$ cat config.mk
export PLATFORM = sky130hd
export DESIGN_NAME = lpc_io_host
export DESIGN_NICKNAME = d
export VERILOG_FILES = /design/src/rtl/lpc_pkg.sv /design/src/rtl/lpc_sync_timer.sv /design/src/rtl/lpc_io_host.sv
export SDC_FILE = /design/constraint.sdc
export NUM_CORES = 1
export LEC_CHECK = 0
export CORE_UTILIZATION = 55
export CTS_CLUSTER_DIAMETER = 80
export DETAILED_ROUTE_END_ITERATION = 10
export GPL_TIMING_DRIVEN = 0
export PLACE_DENSITY = 0.8
export REMOVE_ABC_BUFFERS = 1
export SETUP_SLACK_MARGIN = 0.5
export SYNTH_ARGS = -nofsm -noshare
export SYNTH_HDL_FRONTEND = slang
export SYNTH_HIERARCHICAL = 1
export SYNTH_SLANG_ARGS = --single-unit
$ cat constraint.sdc
create_clock -name Mclk -period 7.5 [get_ports Mclk]
set_input_delay 2.25 -clock Mclk [delete_from_list [all_inputs] [get_ports Mclk]]
set_output_delay 2.25 -clock Mclk [all_outputs]
set_load 0.01 [all_outputs]
$ cat src/rtl/lpc_pkg.sv
// Shared definitions for the LPC I/O host.
// Contents: FSM state enum, LAD nibble codes (START, CYCTYP, SYNC) and
// response error encodings. No ports.
package lpc_pkg;

    typedef enum logic [3:0] {
        ST_IDLE,
        ST_START,
        ST_CYCDIR,
        ST_ADDR,
        ST_WDATA,
        ST_HTAR,
        ST_SYNC,
        ST_RDATA,
        ST_PTAR,
        ST_ABORT,
        ST_RESP
    } lpc_state_t;

    localparam logic [3:0] START_CODE = 4'b0000;
    localparam logic [3:0] CYC_IO_RD  = 4'b0000;
    localparam logic [3:0] CYC_IO_WR  = 4'b0010;

    localparam logic [3:0] SYNC_READY = 4'b0000;
    localparam logic [3:0] SYNC_SWAIT = 4'b0101;
    localparam logic [3:0] SYNC_LWAIT = 4'b0110;
    localparam logic [3:0] SYNC_ERR   = 4'b1010;

    localparam logic [3:0] LAD_ONES   = 4'b1111;

    localparam logic [1:0] RSP_OK       = 2'b00;
    localparam logic [1:0] RSP_SYNC_ERR = 2'b01;
    localparam logic [1:0] RSP_TIMEOUT  = 2'b10;

endpackage

$ cat src/rtl/lpc_sync_timer.sv
// SYNC-phase wait tracking for the LPC I/O host.
// Three counters (short wait, long wait, no valid SYNC). Whichever counter
// advances clears the other two; READY/ERR or leaving SYNC clears all.
// Ports:
//   clk, rst   clock, synchronous active-high reset
//   en         host is in the SYNC state this clock
//   lad        sampled LAD nibble
//   timeout    this clock's sample brings a counter to its limit
module lpc_sync_timer
    import lpc_pkg::*;
#(
    parameter int NOSYNC_LIMIT     = 4,
    parameter int SHORT_WAIT_LIMIT = 64,
    parameter int LONG_WAIT_LIMIT  = 1024
) (
    input  logic       clk,
    input  logic       rst,
    input  logic       en,
    input  logic [3:0] lad,
    output logic       timeout
);

    localparam int MAX_AB = (NOSYNC_LIMIT > SHORT_WAIT_LIMIT) ? NOSYNC_LIMIT : SHORT_WAIT_LIMIT;
    localparam int MAX_L  = (MAX_AB > LONG_WAIT_LIMIT) ? MAX_AB : LONG_WAIT_LIMIT;
    localparam int CW     = $clog2(MAX_L + 1);

    logic [CW-1:0] s_cnt, l_cnt, n_cnt;
    logic [CW-1:0] s_nx, l_nx, n_nx;

    always_comb begin
        s_nx = '0;
        l_nx = '0;
        n_nx = '0;
        if (en) begin
            case (lad)
                SYNC_READY, SYNC_ERR: ;
                SYNC_SWAIT:           s_nx = s_cnt + 1'b1;
                SYNC_LWAIT:           l_nx = l_cnt + 1'b1;
                default:              n_nx = n_cnt + 1'b1;
            endcase
        end
    end

    // Counters never pass their limit: a timeout leaves SYNC, which clears them.
    assign timeout = en && ((s_nx >= CW'(SHORT_WAIT_LIMIT)) ||
                            (l_nx >= CW'(LONG_WAIT_LIMIT))  ||
                            (n_nx >= CW'(NOSYNC_LIMIT)));

    always_ff @(posedge clk) begin
        if (rst) begin
            s_cnt <= '0;
            l_cnt <= '0;
            n_cnt <= '0;
        end else begin
            s_cnt <= s_nx;
            l_cnt <= l_nx;
            n_cnt <= n_nx;
        end
    end

endmodule

$ cat src/rtl/lpc_io_host.sv
// LPC I/O-cycle initiator (host side). Accepts single-byte I/O read/write
// requests, drives LFRAME#/LAD, collects SYNC and read data, and returns
// one response per request.
// Ports:
//   Mclk, MainReset          clock, synchronous active-high reset
//   ReqValid/ReqReady        request handshake; ReqWrite, ReqAddr, ReqWrData
//   RspValid                 one-clock completion pulse; RspRdData, RspError
//   LFrameN, LadOut, LadOe   LPC bus drive; LadIn sampled LAD
// Build option: define LPC_IO_HOST_ABORT_EN to issue an abort frame
// (LFRAME# low with LAD=1111 for 4 clocks) on SYNC timeout.
module lpc_io_host
    import lpc_pkg::*;
#(
    parameter int NOSYNC_LIMIT     = 4,
    parameter int SHORT_WAIT_LIMIT = 64,
    parameter int LONG_WAIT_LIMIT  = 1024
) (
    input  logic        Mclk,
    input  logic        MainReset,
    input  logic        ReqValid,
    output logic        ReqReady,
    input  logic        ReqWrite,
    input  logic [15:0] ReqAddr,
    input  logic [7:0]  ReqWrData,
    output logic        RspValid,
    output logic [7:0]  RspRdData,
    output logic [1:0]  RspError,
    output logic        LFrameN,
    output logic [3:0]  LadOut,
    output logic        LadOe,
    input  logic [3:0]  LadIn
);

    lpc_state_t state, state_nx;
    logic [2:0]  step;      // clock index within multi-clock states
    logic        wr_q;
    logic [15:0] addr_q;
    logic [7:0]  wdata_q;
    logic [7:0]  rd_data;
    logic [1:0]  err_q;
    logic        timeout;
    logic        sync_done;

    lpc_sync_timer #(
        .NOSYNC_LIMIT     (NOSYNC_LIMIT),
        .SHORT_WAIT_LIMIT (SHORT_WAIT_LIMIT),
        .LONG_WAIT_LIMIT  (LONG_WAIT_LIMIT)
    ) u_timer (
        .clk     (Mclk),
        .rst     (MainReset),
        .en      (state == ST_SYNC),
        .lad     (LadIn),
        .timeout (timeout)
    );

    assign sync_done = (LadIn == SYNC_READY) || (LadIn == SYNC_ERR);
    assign ReqReady  = (state == ST_IDLE) && !MainReset;
    assign RspValid  = (state == ST_RESP);
    assign RspError  = err_q;
    assign RspRdData = (err_q == RSP_OK && !wr_q) ? rd_data : 8'hFF;

    always_comb begin
        state_nx = state;
        LFrameN  = 1'b1;
        LadOut   = LAD_ONES;
        LadOe    = 1'b0;
        case (state)
            ST_IDLE: begin
                if (ReqValid) state_nx = ST_START;
            end
            ST_START: begin
                LFrameN  = 1'b0;
                LadOut   = START_CODE;
                LadOe    = 1'b1;
                state_nx = ST_CYCDIR;
            end
            ST_CYCDIR: begin
                LadOut   = wr_q ? CYC_IO_WR : CYC_IO_RD;
                LadOe    = 1'b1;
                state_nx = ST_ADDR;
            end
            ST_ADDR: begin
                LadOe = 1'b1;
                case (step[1:0])
                    2'd0:    LadOut = addr_q[15:12];
                    2'd1:    LadOut = addr_q[11:8];
                    2'd2:    LadOut = addr_q[7:4];
                    default: LadOut = addr_q[3:0];
                endcase
                if (step[1:0] == 2'd3) state_nx = wr_q ? ST_WDATA : ST_HTAR;
            end
            ST_WDATA: begin
                LadOe  = 1'b1;
                LadOut = step[0] ? wdata_q[7:4] : wdata_q[3:0];
                if (step[0]) state_nx = ST_HTAR;
            end
            ST_HTAR: begin
                // Drive 1111 for one clock, then release the bus.
                LadOe = !step[0];
                if (step[0]) state_nx = ST_SYNC;
            end
            ST_SYNC: begin
                if (sync_done) state_nx = wr_q ? ST_PTAR : ST_RDATA;
                else if (timeout) begin
`ifdef LPC_IO_HOST_ABORT_EN
                    state_nx = ST_ABORT;
`else
                    state_nx = ST_RESP;
`endif
                end
            end
            ST_RDATA: begin
                if (step[0]) state_nx = ST_PTAR;
            end
            ST_PTAR: begin
                if (step[0]) state_nx = ST_RESP;
            end
            ST_ABORT: begin
                // 4 clocks of LFRAME# low, 1 clock frame high still driving, 1 clock released.
                if (step < 3'd4) begin
                    LFrameN = 1'b0;
                    LadOe   = 1'b1;
                end else if (step == 3'd4) begin
                    LadOe   = 1'b1;
                end
                if (step == 3'd5) state_nx = ST_RESP;
            end
            ST_RESP: begin
                state_nx = ST_IDLE;
            end
            default: state_nx = ST_IDLE;
        endcase
    end

    always_ff @(posedge Mclk) begin
        if (MainReset) begin
            state   <= ST_IDLE;
            step    <= '0;
            wr_q    <= 1'b0;
            addr_q  <= '0;
            wdata_q <= '0;
            rd_data <= 8'hFF;
            err_q   <= RSP_OK;
        end else begin
            state <= state_nx;
            step  <= (state_nx != state) ? 3'd0 : step + 3'd1;
            if (state == ST_IDLE && ReqValid) begin
                wr_q    <= ReqWrite;
                addr_q  <= ReqAddr;
                wdata_q <= ReqWrData;
                rd_data <= 8'hFF;
                err_q   <= RSP_OK;
            end
            if (state == ST_SYNC) begin
                if (LadIn == SYNC_ERR) err_q <= RSP_SYNC_ERR;
                else if (timeout)      err_q <= RSP_TIMEOUT;
            end
            if (state == ST_RDATA) begin
                if (step[0]) rd_data[7:4] <= LadIn;
                else         rd_data[3:0] <= LadIn;
            end
        end
    end

endmodule

==> qor.csv, run 1 <==
stage,metric,value,unit
synth,synth unique cells,66,
power_and_ir_drop,Seq pwr share,49.3,%
synth,"flops & latches, synth",75,
floorplan,die width,84.7,µm
global_route,first-pass GRT wire length,13700,µm
timing,RSZ-0062 raised after global routing,false,
placed_design,gp weighted congestion,0.837,
clock_network,CTS buffer count,9,
outcome,outcome,finished with violations,
global_route,number of global-route vias before repair,3032,
power_and_ir_drop,switch share,24.8,%
clock_network,Hold Buf Count CTS,0,
setup_path,Crit path required time,5250,ps
setup_path,crit-path max FO,41,
power_and_ir_drop,switching power,0.000214,W
clock_network,"CTS clk-pin slew, worst paths",70,ps
timing,fmax,177,MHz
placed_design,I/O Buffers,49,
synth,yosys warns,6,
min_path,Hold Path Origin,wdata_q[4],
clock_network,clk_lat worst skew,340,ps
power_and_ir_drop,Lkg Pwr,1.53,nW
timing,normalized max-slew margin,29.3,%
floorplan,DIE AREA,7170,µm²
timing,crit path time final,5650,ps
synth,Most used DFF post-synth,dfxtp_1,
setup_path,crit-path cells,"buf_2, nor2_1, clkdlybuf4s50_1",
timing,Final setup viols,0,
floorplan,DIE HEIGHT,84.7,µm
synth,Post-synth ARST share,0,%
setup_path,CP max stage cell,buf_2,
cells_and_area,area of the multi-input gates,2090,µm²
cells_and_area,diode count,0,
timing,worst-margin pin slew,1060,ps
setup_path,CP endpoint kind,primary output,
power_and_ir_drop,Tot Pwr,0.000866,W
power_and_ir_drop,pwr/cell area,196,nW/µm²
floorplan,I/O pin count,50,
synth,"Avg Cell Area, Syn",8.30,µm²
outcome,violated checks,design-rule violations,
synth,sequential element share of the synthesized area,39.9,%
clock_network,post-CTS setup buffer count,0,
synth,Post-Syn Instances,453,
cells_and_area,share of layout cells above drive strength 1,6.05,%
detailed_routing,final antenna-violating net count,0,
setup_path,Worst Path Buf+Inv,2,
clock_network,CTS-repair resized insts,0,
power_and_ir_drop,Comb power frac,12.8,%
min_path,worst min path class,reg -> reg,
detailed_routing,post-DR vias/cell,5.68,
cells_and_area,Nets,531,
clock_network,CTS tree,built,
global_route,GRT Total Usage,23.7,%
global_route,largest net degree at the start of global routing,42,
clock_network,CTS Buffer Depth,2,
setup_path,cell family with most CP delay,buffers and inverters,
floorplan,core area,6460,µm²
cells_and_area,synthesis-to-layout area growth,17.6,%
floorplan,Cell Rows,29,
cells_and_area,fill count,561,
detailed_routing,1st-iter DRT viols,174,
power_and_ir_drop,internal power,0.000651,W
floorplan,Initial Utilization,58.2,%
placed_design,dpl hpwl,5400,µm
timing,Max Slew Vio Count,0,
setup_path,reg2reg start,state[2],
power_and_ir_drop,maximum VDD drop,98.0,µV
timing,final hold viol count,0,
synth,Post-synth EDFFs,0,
global_route,initial antenna violation count,0,
synth,cell area after synthesis,3760,µm²
setup_path,"slowest stage delay, CP",530,ps
clock_network,clk sinks,75,
timing,final setup TNS,0,ps
flow_run,max-cap violations,0,
setup_path,Critical Path AT,3400,ps
timing,Worst Skew,9.72,ps
setup_path,Critical Path Start Type,input pin,
detailed_routing,drt first pass iters,10,
timing,fin crit share,75.3,%
detailed_routing,Routed wire per std cell,13.6,µm
clock_network,H-tree levels,3,
global_route,grt ovf,0,
power_and_ir_drop,clock share of power,38.0,%
detailed_routing,via count,3254,
setup_path,crit path from,MainReset,
cells_and_area,FF/Latch Area,1500,µm²
setup_path,critical path type,in -> out,
clock_network,clock root cell,clkbuf_8,
detailed_routing,DRC violations left,3,
detailed_routing,Detailed Route WL,7820,µm
[cells in the mapped netlist, types with 3 or more instances]
cell	count	share of area (%)
a211o_1	5	1.2
a21oi_1	40	5.3
a222oi_1	4	1.1
a31oi_1	3	0.50
and2_1	3	0.50
and3_1	3	0.50
buf_2	5	0.67
buf_6	5	1.5
clkbuf_1	10	1.0
dfxtp_1	75	40
ha_1	7	2.3
inv_1	12	1.2
mux2i_1	6	1.6
nand2_1	72	7.2
nand2b_1	23	3.8
nand3_1	15	2.0
nand4_1	5	0.83
nand4b_1	3	0.70
nor2_1	40	4.0
nor2b_1	5	0.83
nor3_1	10	1.3
o21ai_0	11	1.5
o22ai_1	10	1.7
or3_1	7	1.2
xnor2_1	13	3.0
xor2_1	16	3.7
[placed cells by master (no fill, tap or decap), types with 6 or more instances in the layout]
master,n
dfxtp_1,75
nand2_1,72
clkdlybuf4s50_1,48
nor2_1,40
a21oi_1,40
nand2b_1,23
xor2_1,16
nand3_1,15
xnor2_1,13
inv_1,12
o21ai_0,11
nor3_1,10
o22ai_1,10
clkbuf_8,9
or3_1,7
ha_1,7
mux2i_1,6
[power by group through the flow]
stage	Sequential, W	Clock, W	Combinational, W
floorplan	0.000431	0	0.0000628
global placement	0.000435	0	0.000110
detailed placement	0.000436	0	0.000111
CTS	0.000426	0.000336	0.000112
global route	0.000429	0.000353	0.000121
finish	0.000427	0.000329	0.000110
[per-layer routing]
layer | GRT usage (%) | wire length [µm] | vias to the layer above
li1 | - | - | 1662
met1 | 30.4 | 3690 | 1506
met5 | 0 | 0 | -
met2 | 39.6 | 3660 | 72
met3 | 5.01 | 336 | 14
met4 | 8.17 | 139 | 0
[final timing paths]
path	to	slack [ps]	cells after the start
max	ReqReady	1850	3
min	wdata_q[4]	460	2
min reg2reg	wdata_q[4]	460	2
max reg2reg	step[0]	4590	12
[registers in the layout, indices dropped and copies added (netlist names)]
name and count:
u_timer/s_cnt 11, rd_data 8, u_timer/l_cnt 11, addr_q 16, u_timer/n_cnt 11, step 3
wr_q 1, state 4, wdata_q 8, RspError 2
[layout make-up]
| type | count | area share (%) |
|---|---|---|
| Multi-Input combinational cell | 345 | 47.2 |
| Sequential cell | 75 | 33.9 |
| Timing Repair Buffer | 49 | 11.0 |
| Clock buffer | 11 | 2.97 |
| Tap cell | 77 | 2.18 |
| Clock inverter | 4 | 1.73 |
| Inverter | 12 | 1.02 |
[per-stage QoR]
stage               setup slack [ps]  hold WS [ps]  utilization (%)  cells  cell area, µm²
finish                          1850           458             68.5    573            4420
global route                    1760           474             68.5    573            4420
CTS                              951           460             68.6    573            4430
detailed placement               963           448             65.3    558            4220
global placement                 973           439             65.3    558            4220
floorplan                       2830           429                -    432            3630
[cell families after synthesis]
logic type	count (synthesis)	share of synthesized area [%]
fa+ha+maj	7	2.33
simple gates	210	28.8
xor+xnor	29	6.76
flops	75	39.9
buf+inv	33	4.56
mux	6	1.60
compound gates	93	16.1
[tightest hold or removal path, stage by stage, from the launching register on]
cell and delay (ps):
dfxtp_1 310, nand2_1 50, a21oi_1 50
Note: power is estimated with default switching activity, not from simulation.
==> run 2: changes to the inputs <==
==> constraint.sdc (replaced) <==
create_clock -name Mclk -period 5.9 [get_ports Mclk]
set_input_delay 1.77 -clock Mclk [delete_from_list [all_inputs] [get_ports Mclk]]
set_output_delay 1.77 -clock Mclk [all_outputs]
set_load 0.01 [all_outputs]
==> results of run 2 <==
Same layout as run 1 (identical final DEF). Status: finished with violations: design-rule violations.
Among the figures that moved: setup slack after placement 963 ps -> 323 ps; number of gates resized after CTS 0 -> 1; setup slack after layout 1850 ps -> 1210 ps; register-to-register setup slack 4590 ps -> 2990 ps; total power 0.000866 W -> 0.00110 W; worst IR drop on VDD 98.0 µV -> 125 µV
==> run 3: changes to the inputs <==
--- a/config.mk
+++ b/config.mk
@@ -5,11 +5,11 @@
 export SDC_FILE = /design/constraint.sdc
 export NUM_CORES = 1
 export LEC_CHECK = 0
-export CORE_UTILIZATION = 55
+export CORE_UTILIZATION = 50
 export CTS_CLUSTER_DIAMETER = 80
 export DETAILED_ROUTE_END_ITERATION = 10
 export GPL_TIMING_DRIVEN = 0
-export PLACE_DENSITY = 0.8
+export PLACE_DENSITY = 0.76
 export REMOVE_ABC_BUFFERS = 1
 export SETUP_SLACK_MARGIN = 0.5
 export SYNTH_ARGS = -nofsm -noshare
==> constraint.sdc (replaced) <==
create_clock -name Mclk -period 4.07 [get_ports Mclk]
set_input_delay 1.221 -clock Mclk [delete_from_list [all_inputs] [get_ports Mclk]]
set_output_delay 1.221 -clock Mclk [all_outputs]
set_load 0.01 [all_outputs]
==> qor.csv, run 3 (synthesized netlist as in run 1, its figures left out) <==
stage,metric,value,unit,change
cells_and_area,max reg flops,16,,unchanged
power_and_ir_drop,switching power,0.000420,W,was 0.000272 W
power_and_ir_drop,Seq pwr share,46.9,%,was 49.3%
global_route,grt ovf,0,,unchanged
power_and_ir_drop,pwr/cell area,367,nW/µm²,was 249 nW/µm²
flow_run,max-cap violations,0,,unchanged
floorplan,Initial Utilization,51.8,%,was 58.2%
cells_and_area,Nets,534,,was 531
cells_and_area,FF/Latch Area,1510,µm²,was 1500 µm²
setup_path,Critical Path Start Type,input pin,,unchanged
power_and_ir_drop,internal power,0.00124,W,was 0.000828 W
min_path,worst min path class,reg -> reg,,unchanged
timing,final hold viol count,0,,unchanged
global_route,largest net degree at the start of global routing,42,,unchanged
clock_network,clk sinks,75,,unchanged
placed_design,dpl hpwl,5390,µm,was 5400 µm
setup_path,Crit path required time,2850,ps,was 4130 ps
global_route,first-pass GRT wire length,13600,µm,was 13700 µm
floorplan,Cell Rows,31,,was 29
timing,Final setup viols,0,,unchanged
cells_and_area,Finished Layout Cells,599,,was 573
setup_path,crit-path cells,"clkbuf_4, nor2_1, clkdlybuf4s50_1",,"was buf_2, nor2_1, clkdlybuf4s50_1"
cells_and_area,synthesis-to-layout area growth,20.5,%,was 17.6%
detailed_routing,post-DR vias/cell,5.42,,was 5.68
power_and_ir_drop,switch share,25.3,%,was 24.8%
setup_path,crit-path max FO,41,,unchanged
detailed_routing,Routed wire per std cell,13.3,µm,was 13.6 µm
cells_and_area,diode count,0,,unchanged
timing,Worst Skew,9.26,ps,was 9.72 ps
timing,crit path time final,3470,ps,
placed_design,Placed Instances,580,,was 558
detailed_routing,DRC violations left,0,,was 3
timing,fmax,288,MHz,
cells_and_area,largest register by flop count,addr_q,,unchanged
power_and_ir_drop,Lkg Pwr,1.58,nW,was 1.53 nW
floorplan,die width,88.7,µm,was 84.7 µm
detailed_routing,1st-iter DRT viols,209,,was 174
clock_network,"CTS clk-pin slew, worst paths",70,ps,about the same
cells_and_area,Layout Utilization,62.4,%,was 68.5%
global_route,number of global-route vias before repair,3035,,was 3032
timing,RSZ-0062 raised after global routing,false,,unchanged
floorplan,DIE AREA,7870,µm²,was 7170 µm²
timing,Max Slew Vio Count,0,,unchanged
setup_path,Worst Path Buf+Inv,2,,unchanged
setup_path,critical path type,in -> out,,unchanged
clock_network,clk_lat worst skew,350,ps,was 340 ps
power_and_ir_drop,clock share of power,40.0,%,was 38.0%
global_route,GRT Total Usage,22.3,%,was 23.7%
cells_and_area,share of layout cells above drive strength 1,8.80,%,was 6.05%
clock_network,H-tree levels,3,,unchanged
clock_network,clock root cell,clkbuf_8,,unchanged
floorplan,core area,7250,µm²,was 6460 µm²
detailed_routing,drt first pass iters,4,,was 10
setup_path,CP max stage cell,clkdlybuf4s50_1,,was buf_2
cells_and_area,area of the multi-input gates,2100,µm²,was 2090 µm²
clock_network,CTS tree,built,,unchanged
floorplan,I/O pin count,50,,unchanged
clock_network,CTS buffer count,9,,unchanged
floorplan,DIE HEIGHT,88.7,µm,was 84.7 µm
timing,normalized max-slew margin,28.8,%,was 29.3%
setup_path,Critical Path AT,2250,ps,was 2920 ps
setup_path,cell family with most CP delay,buffers and inverters,,unchanged
power_and_ir_drop,Comb power frac,13.1,%,was 12.8%
setup_path,"slowest stage delay, CP",550,ps,was 530 ps
placed_design,gp weighted congestion,0.802,,was 0.837
detailed_routing,via count,3244,,was 3254
outcome,outcome,"complete, no violations",,was finished with violations
placed_design,I/O Buffers,49,,unchanged
cells_and_area,"commonest cells after routing, fill and taps aside","dfxtp_1 (72), nand2_1 (72), clkdlybuf4s50_1 (44)",,"was dfxtp_1 (75), nand2_1 (72), clkdlybuf4s50_1 (48)"
global_route,initial antenna violation count,0,,unchanged
power_and_ir_drop,maximum VDD drop,203,µV,was 125 µV
timing,final setup TNS,0,ps,unchanged
detailed_routing,Detailed Route WL,7970,µm,was 7820 µm
detailed_routing,final antenna-violating net count,0,,unchanged
timing,fin crit share,85.2,%,
setup_path,CP endpoint kind,primary output,,unchanged
cells_and_area,fill count,663,,was 561
clock_network,CTS Buffer Depth,2,,unchanged
timing,worst-margin pin slew,1060,ps,about the same
[run 3: area by class of cell]
type | instances | area share (%)
clock buffers | 11 | 3.34
clock inverters | 5 | 1.85
inverters | 12 | 0.994
multi-input cells | 345 | 46.4
flip-flops and latches | 75 | 33.3
well taps | 99 | 2.73
repair buffers | 52 | 11.3
[run 3: worst paths after layout]
kind / from / end / slack, ps / cells after the start
worst max-delay path: MainReset / ReqReady / 600 / 3
worst min-delay path: addr_q[6] / addr_q[6] / 460 / 2
worst max register to register: state[3] / step[1] / 1200 / 12
worst min register to register: addr_q[6] / addr_q[6] / 460 / 2
[run 3: worst register-to-register path: stages (launching register included)]
cell      delay (ps)
dfxtp_1          810
nand2b_1         240
or2_1            200
inv_1            130
nand2_1          120
a211oi_1          60
nor3_1           210
a21boi_1         110
inv_1             80
o311ai_0         160
a21oi_2          260
o21bai_2         110
nor4b_1          270
[run 3: metal layers]
metal	vias to the layer above	global-route usage, %	wire [µm]	share of wire, %
li1	1666	-	-	-
met4	0	8.80	111	1.4
met5	-	0	0	0
met3	9	5.22	364	4.6
met2	77	38.0	3760	47
met1	1492	27.1	3740	47
[run 3: per-stage QoR]
stage	hold slack, ps	area [µm²]	setup slack (ps)	total power (W)
floorplan	429	3630	1170	0.000910
global placement	440	4250	-394	0.00100
detailed placement	446	4250	-389	0.00101
CTS	457	4510	473	0.00167
global route	476	4530	503	0.00173
finish	457	4530	603	0.00166
[run 3: repair_timing]
item | in CTS | in global routing
hold buffers | 0 | 0
setup endpoints to repair | 6 | 4
setup buffers | 3 | 0
gates cloned | 0 | 0
pin swaps | 1 | 1
gates resized for setup | 14 | 7
[run 3: power by group through the flow]
stage | clock network (W) | registers [W] | logic [W]
floorplan | 0 | 0.000794 | 0.000116
global placement | 0 | 0.000801 | 0.000201
detailed placement | 0 | 0.000803 | 0.000203
CTS | 0.000678 | 0.000779 | 0.000218
global route | 0.000708 | 0.000784 | 0.000243
finish | 0.000665 | 0.000780 | 0.000218
